--- src/rtl/c17_response_compactor.sv ---
// rtl/c17_response_compactor.sv - MISR response compactor for the c17 BIST harness
// Optional feature macro: C17_COMPACTOR_ABORT_EN (adds the abort input).
module c17_response_compactor #(
  parameter logic [15:0] SEED     = 16'hFFFF,
  parameter logic [15:0] POLY     = 16'h1021,
  parameter int          PATTERNS = 32,
  parameter logic [15:0] GOLDEN   = 16'h0000
) (
  input  logic        clock,
  input  logic        reset_n,
  input  logic        start,
`ifdef C17_COMPACTOR_ABORT_EN
  input  logic        abort,
`endif
  input  logic        resp_valid,
  input  logic [1:0]  resp,
  output logic        resp_ready,
  output logic        busy,
  output logic        done,
  output logic        pass,
  output logic [15:0] signature,
  output logic [15:0] count
);

  typedef enum logic [1:0] {
    IDLE = 2'd0,
    RUN  = 2'd1,
    DONE = 2'd2
  } state_t;

  localparam logic [15:0] LAST_COUNT = PATTERNS[15:0];

  state_t      state;
  logic [15:0] sig_q;
  logic [15:0] cnt_q;
  logic        pass_q;
  logic        abort_req;
  logic [15:0] sig_next;
  logic [15:0] cnt_next;

`ifdef C17_COMPACTOR_ABORT_EN
  assign abort_req = abort;
`else
  assign abort_req = 1'b0;
`endif

  // Galois MISR step folding the two response bits into the low end
  always_comb begin
    sig_next = {sig_q[14:0], 1'b0} ^ (sig_q[15] ? POLY : 16'h0000) ^ {14'b0, resp};
    cnt_next = cnt_q + 16'd1;
  end

  // Run-control FSM with signature, count and verdict registers
  always_ff @(posedge clock) begin
    if (!reset_n) begin
      state  <= IDLE;
      sig_q  <= SEED;
      cnt_q  <= 16'd0;
      pass_q <= 1'b0;
    end else begin
      case (state)
        IDLE: begin
          if (start) begin
            state  <= RUN;
            sig_q  <= SEED;
            cnt_q  <= 16'd0;
            pass_q <= 1'b0;
          end
        end
        RUN: begin
          if (abort_req) begin
            // Signature and count are left in place for inspection
            state  <= IDLE;
            pass_q <= 1'b0;
          end else if (resp_valid) begin
            sig_q <= sig_next;
            cnt_q <= cnt_next;
            if (cnt_next == LAST_COUNT) begin
              state  <= DONE;
              pass_q <= (sig_next == GOLDEN);
            end
          end
        end
        DONE: begin
          if (abort_req) begin
            state  <= IDLE;
            pass_q <= 1'b0;
          end else if (start) begin
            state  <= RUN;
            sig_q  <= SEED;
            cnt_q  <= 16'd0;
            pass_q <= 1'b0;
          end
        end
        default: begin
          state  <= IDLE;
          pass_q <= 1'b0;
        end
      endcase
    end
  end

  // Outputs are registers or plain decodes of the state register
  assign resp_ready = (state == RUN);
  assign busy       = (state == RUN);
  assign done       = (state == DONE);
  assign pass       = pass_q & (state == DONE);
  assign signature  = sig_q;
  assign count      = cnt_q;

endmodule

--- config.mk ---
export PLATFORM = sky130hd
export DESIGN_NAME = c17_response_compactor
export DESIGN_NICKNAME = d
export VERILOG_FILES = /design/src/rtl/c17_response_compactor.sv
export SDC_FILE = /design/constraint.sdc
export NUM_CORES = 1
export LEC_CHECK = 0
export BUFFER_PORTS_ARGS = -buffer_cell sky130_fd_sc_hd__buf_2
export CAP_MARGIN = 5
export CORE_ASPECT_RATIO = 0.8
export CORE_MARGIN = 5
export CORE_UTILIZATION = 30
export CTS_CLUSTER_SIZE = 8
export DETAILED_ROUTE_END_ITERATION = 8
export GPL_TIMING_DRIVEN = 0
export PLACE_DENSITY_LB_ADDON = 0.05
export SLEW_MARGIN = 0
export SYNTH_ARGS = -nofsm -noshare
export SYNTH_HDL_FRONTEND = slang
export SYNTH_SLANG_ARGS = --single-unit
--- constraint.sdc ---
create_clock -name clock -period 2.2 [get_ports clock]
set_input_delay 0.22 -clock clock [delete_from_list [all_inputs] [get_ports clock]]
set_output_delay 0.22 -clock clock [all_outputs]
set_load 0.02 [all_outputs]
==> run_summary.xml <==
<?xml version="1.0" encoding="UTF-8"?>
<metrics>
  <group name="floorplanning">
    <metric name="row_count" unit="">26</metric>
    <metric name="die_area" unit="mm²">0.00813</metric>
    <metric name="die_y" unit="µm">81.7</metric>
    <metric name="initial_utilization" unit="">0.305</metric>
    <metric name="chipWidth" unit="µm">99.6</metric>
    <metric name="design.core.area" unit="mm²">0.00631</metric>
    <metric name="ioPinCount" unit="">42</metric>
  </group>
  <group name="setup_path">
    <metric name="worst_r2r_path_depth" unit="">7</metric>
    <metric name="regToRegSetupSlack" unit="ns">0.08</metric>
    <metric name="worst_setup_path_end_kind" unit="">flip-flop</metric>
    <metric name="worst_r2r_startpoint" unit="">count[2]$_SDFFE_PN0P_</metric>
    <metric name="origin_of_the_worst_setup_path" unit="">count[2]$_SDFFE_PN0P_</metric>
    <metric name="cp_top_delay_family" unit="">simple AND/OR/NAND/NOR gates</metric>
    <metric name="regToRegEndpoint" unit="">pass_q$_SDFFE_PN0P_</metric>
    <metric name="crit_cells" unit="">7</metric>
    <metric name="timing.critical_path.slowest_stage_cell" unit="">sky130_fd_sc_hd__or4_4</metric>
    <metric name="data_arrival_critical_path" unit="ns">2.35</metric>
    <metric name="path_class" unit="">reg -&gt; reg</metric>
    <metric name="worst_setup_path_start_kind" unit="">flip-flop</metric>
    <metric name="setup.worst_path.end" unit="">pass_q$_SDFFE_PN0P_</metric>
    <metric name="worst-path-buf-inv" unit="">1</metric>
    <metric name="worst_ep_required_time" unit="ns">2.43</metric>
    <metric name="path_max_fanout" unit="">9</metric>
    <metric name="crit_chain" unit="">buf_4 &gt; nand4_4 &gt; nor4_4 &gt; xnor2_1 &gt; nand4b_1 &gt; or4_4 &gt; o21ai_1</metric>
    <metric name="critical_path.max_stage_delay" unit="ns">0.56</metric>
  </group>
  <group name="synth">
    <metric name="synthCells" unit="">248</metric>
    <metric name="post-synth-top-area-fraction" unit="">0.364</metric>
    <metric name="mappedNetlistArea" unit="mm²">0.00193</metric>
    <metric name="synth-simple-area-share" unit="">0.334</metric>
    <metric name="synth.mux.area_fraction" unit="">0</metric>
    <metric name="netlist_top_cells_area" unit="">sky130_fd_sc_hd__dfxtp_1 36%, sky130_fd_sc_hd__o21ai_0 8.6%, sky130_fd_sc_hd__nor2_1 6.8%, sky130_fd_sc_hd__nor3_1 4.9%, sky130_fd_sc_hd__xnor2_1 3.2%</metric>
    <metric name="synthAdderAreaFrac" unit="">0.0130</metric>
    <metric name="syn-num-nets" unit="">256</metric>
    <metric name="postSynth.asyncResetShare" unit="">0</metric>
    <metric name="synthesized_area_fraction_occupied_by_ao_oa_aoi_and_oai_cells" unit="">0.187</metric>
    <metric name="synthesis.area_per_instance" unit="µm²">7.76</metric>
    <metric name="synth_seq_cells" unit="">35</metric>
    <metric name="ys_warn_count" unit="">0</metric>
    <metric name="synth.distinct_cells" unit="">41</metric>
    <metric name="synth_top_cell_by_area" unit="">sky130_fd_sc_hd__dfxtp_1</metric>
    <metric name="synth_xor_area_frac" unit="">0.0546</metric>
    <metric name="synth-edff-count" unit="">0</metric>
    <metric name="synth_flop_cell" unit="">sky130_fd_sc_hd__dfxtp_1</metric>
    <metric name="yosysSeqAreaShare" unit="">0.364</metric>
    <metric name="dominant_combinational_cell_family_by_area_after_synthesis" unit="">simple AND/OR/NAND/NOR gates</metric>
  </group>
  <group name="timing">
    <metric name="final.min_clock_period" unit="ns">2.12</metric>
    <metric name="slew_headroom" unit="">0.552</metric>
    <metric name="fin_worst_hold_slack" unit="ns">0.310</metric>
    <metric name="tightestPinTransition" unit="ns">0.670</metric>
    <metric name="hold_violations" unit="">0</metric>
    <metric name="skew" unit="ns">0.00567</metric>
    <metric name="finalMaxSlewViolations" unit="">0</metric>
    <metric name="setup_viol_count_final" unit="">0</metric>
    <metric name="timing.fmax" unit="GHz">0.471</metric>
    <metric name="finalCritPeriodShare" unit="">0.964</metric>
    <metric name="setup_tns" unit="ns">0</metric>
  </group>
  <group name="drt">
    <metric name="routed-via-count" unit="">1972</metric>
    <metric name="mean_routed_wirelength_per_cell" unit="µm">15.4</metric>
    <metric name="detail_route.iter0.violations" unit="">110</metric>
    <metric name="drtAntennaViolNets" unit="">0</metric>
    <metric name="first_pass_iters" unit="">4</metric>
    <metric name="routed_wl" unit="µm">5890</metric>
    <metric name="routed_via_density" unit="">5.16</metric>
    <metric name="detail_route.drc_violations" unit="">0</metric>
  </group>
  <group name="cells_and_area">
    <metric name="share_of_cells_above_drive_strength_1" unit="">0.258</metric>
    <metric name="final_common_cell" unit="">sky130_fd_sc_hd__buf_2</metric>
    <metric name="final_design_area_no_fill" unit="mm²">0.00243</metric>
    <metric name="count_of_inserted_antenna_diode_cells" unit="">0</metric>
    <metric name="final_core_util" unit="">0.385</metric>
    <metric name="layout_common_cells" unit="">42 x sky130_fd_sc_hd__buf_2, 35 x sky130_fd_sc_hd__nor2_1, 33 x sky130_fd_sc_hd__o21ai_0</metric>
    <metric name="area.growth.synth_to_final" unit="%">26.3</metric>
    <metric name="nets" unit="">305</metric>
  </group>
  <group name="placed_design">
    <metric name="detailedPlacementHpwl" unit="µm">4230</metric>
    <metric name="buffer_ports.inserted" unit="">40</metric>
    <metric name="dpl_cell_area" unit="mm²">0.00223</metric>
    <metric name="globalplace.congestion" unit="">0.834</metric>
  </group>
  <group name="clock_tree">
    <metric name="clock_tree.htree_level_count" unit="">2</metric>
    <metric name="root_buffer" unit="">sky130_fd_sc_hd__clkbuf_8</metric>
    <metric name="clkSlewWorstSetupHoldPaths" unit="ns">0.07</metric>
    <metric name="cts_buffers" unit="">5</metric>
    <metric name="clk-insertion-delay-late" unit="ns">0.29</metric>
    <metric name="clock_sinks" unit="">35</metric>
    <metric name="max-clock-path-buffers" unit="">2</metric>
    <metric name="cts_tree" unit="">done</metric>
  </group>
  <group name="power_and_ir_drop">
    <metric name="power_per_cell_area" unit="mW/mm²">511</metric>
    <metric name="ir_drop" unit="V">0.000211</metric>
    <metric name="total_power_consumption_of_the_routed_design" unit="mW">1.24</metric>
    <metric name="power_leakage" unit="nW">0.963</metric>
  </group>
  <group name="job">
    <metric name="timing.max_cap.violations" unit="">0</metric>
  </group>
  <group name="global_routing">
    <metric name="grt_start_max_net_pins" unit="">12</metric>
    <metric name="gr-usage-all-layers" unit="">0.150</metric>
    <metric name="grt_overflow_total" unit="">0</metric>
    <metric name="first_global_vias" unit="">1775</metric>
    <metric name="grt_antenna_before_repair" unit="">0</metric>
    <metric name="grt_pass1_wl" unit="µm">9450</metric>
  </group>
  <group name="hold_path">
    <metric name="hp-class" unit="">in -&gt; reg</metric>
  </group>
  <group name="run_status">
    <metric name="status" unit="">finished clean</metric>
  </group>
</metrics>
-- Yosys cell counts (2+ instances only) --
cell and n:
sky130_fd_sc_hd__a21boi_0 6, sky130_fd_sc_hd__a21oi_1 10, sky130_fd_sc_hd__a22oi_1 3, sky130_fd_sc_hd__a31oi_1 4, sky130_fd_sc_hd__and2_1 5, sky130_fd_sc_hd__and3_1 3
sky130_fd_sc_hd__buf_2 6, sky130_fd_sc_hd__clkbuf_1 12, sky130_fd_sc_hd__dfxtp_1 35, sky130_fd_sc_hd__ha_1 2, sky130_fd_sc_hd__nand2_1 9, sky130_fd_sc_hd__nand3_1 10
sky130_fd_sc_hd__nand3b_1 2, sky130_fd_sc_hd__nand4_1 4, sky130_fd_sc_hd__nand4_4 2, sky130_fd_sc_hd__nor2_1 35, sky130_fd_sc_hd__nor2b_1 8, sky130_fd_sc_hd__nor3_1 19
sky130_fd_sc_hd__nor4_1 5, sky130_fd_sc_hd__nor4_2 2, sky130_fd_sc_hd__o21ai_0 33, sky130_fd_sc_hd__or3_1 2, sky130_fd_sc_hd__or4_1 3, sky130_fd_sc_hd__xnor2_1 7
sky130_fd_sc_hd__xor2_1 5
-- flip-flops by register name, summed over array words and instances, names as in the netlist --
name / flops
count: 16
state: 2
pass_q: 1
signature: 16
-- worst min path at each step --
stage	depth (start not counted)	start	slack (ns)	to
after floorplan	2	pass_q$_SDFFE_PN0P_	0.44	pass_q$_SDFFE_PN0P_
after global placement	2	pass_q$_SDFFE_PN0P_	0.45	pass_q$_SDFFE_PN0P_
after detailed placement	2	pass_q$_SDFFE_PN0P_	0.45	pass_q$_SDFFE_PN0P_
after CTS	4	resp[1]	0.31	signature[1]$_SDFFE_PN1P_
after global routing	4	resp[1]	0.35	signature[1]$_SDFFE_PN1P_
final	4	resp[0]	0.31	signature[0]$_SDFFE_PN1P_
-- metal layers --
layer | up-vias | wire (µm) | GRT usage
met5 | - | 0 | 0
met4 | 0 | 84 | 0.0491
met3 | 10 | 285 | 0.0348
met2 | 47 | 2420 | 0.212
met1 | 930 | 3110 | 0.221
li1 | 985 | - | -
-- worst reg2reg max path: stages, from the launching register on --
cell and delay, ns:
sky130_fd_sc_hd__dfxtp_1 0.33, sky130_fd_sc_hd__buf_4 0.17, sky130_fd_sc_hd__nand4_4 0.17, sky130_fd_sc_hd__nor4_4 0.37, sky130_fd_sc_hd__xnor2_1 0.18, sky130_fd_sc_hd__nand4b_1 0.19
sky130_fd_sc_hd__or4_4 0.56, sky130_fd_sc_hd__o21ai_1 0.08
-- logic make-up after synthesis --
kind of cell,count (synthesis)
AOI/OAI and AO/OA,62
DFF,35
xor gates and xnor gates,12
adders and majority gates,2
buffers and inverters,21
and+or+nand+nor,116
-- stage by stage --
| stage | worst slack, ns | cells |
|---|---|---|
| after floorplan | 0.0479 | 248 |
| final | 0.0790 | 382 |
| after CTS | 0.00312 | 380 |
| after global routing | -0.0106 | 382 |
| after detailed placement | -0.242 | 372 |
| after global placement | -0.205 | 372 |
-- report_power, final --
part	total [mW]	switching [mW]	internal, mW
logic	0.119	0.0852	0.0340
clock network	0.475	0.253	0.222
registers	0.648	0.0101	0.638
-- area by class of cell --
| class | count | area (µm²) |
|---|---|---|
| clock inverter | 2 | 12.5 |
| multi-input combinational | 192 | 1210 |
| tap | 84 | 105 |
| sequential | 35 | 711 |
| fill | 690 | 3880 |
| buffer | 20 | 97.6 |
| clock buffer | 6 | 72.6 |
| timing repair buffer | 43 | 223 |
-- repair_timing --
item	in CTS	in global routing
gates resized for setup	8	14
setup buffers	0	3
endpoints found under the setup margin	5	13
pin swaps	0	5
hold buffers	0	0
Power figures use the tool's default switching activity.
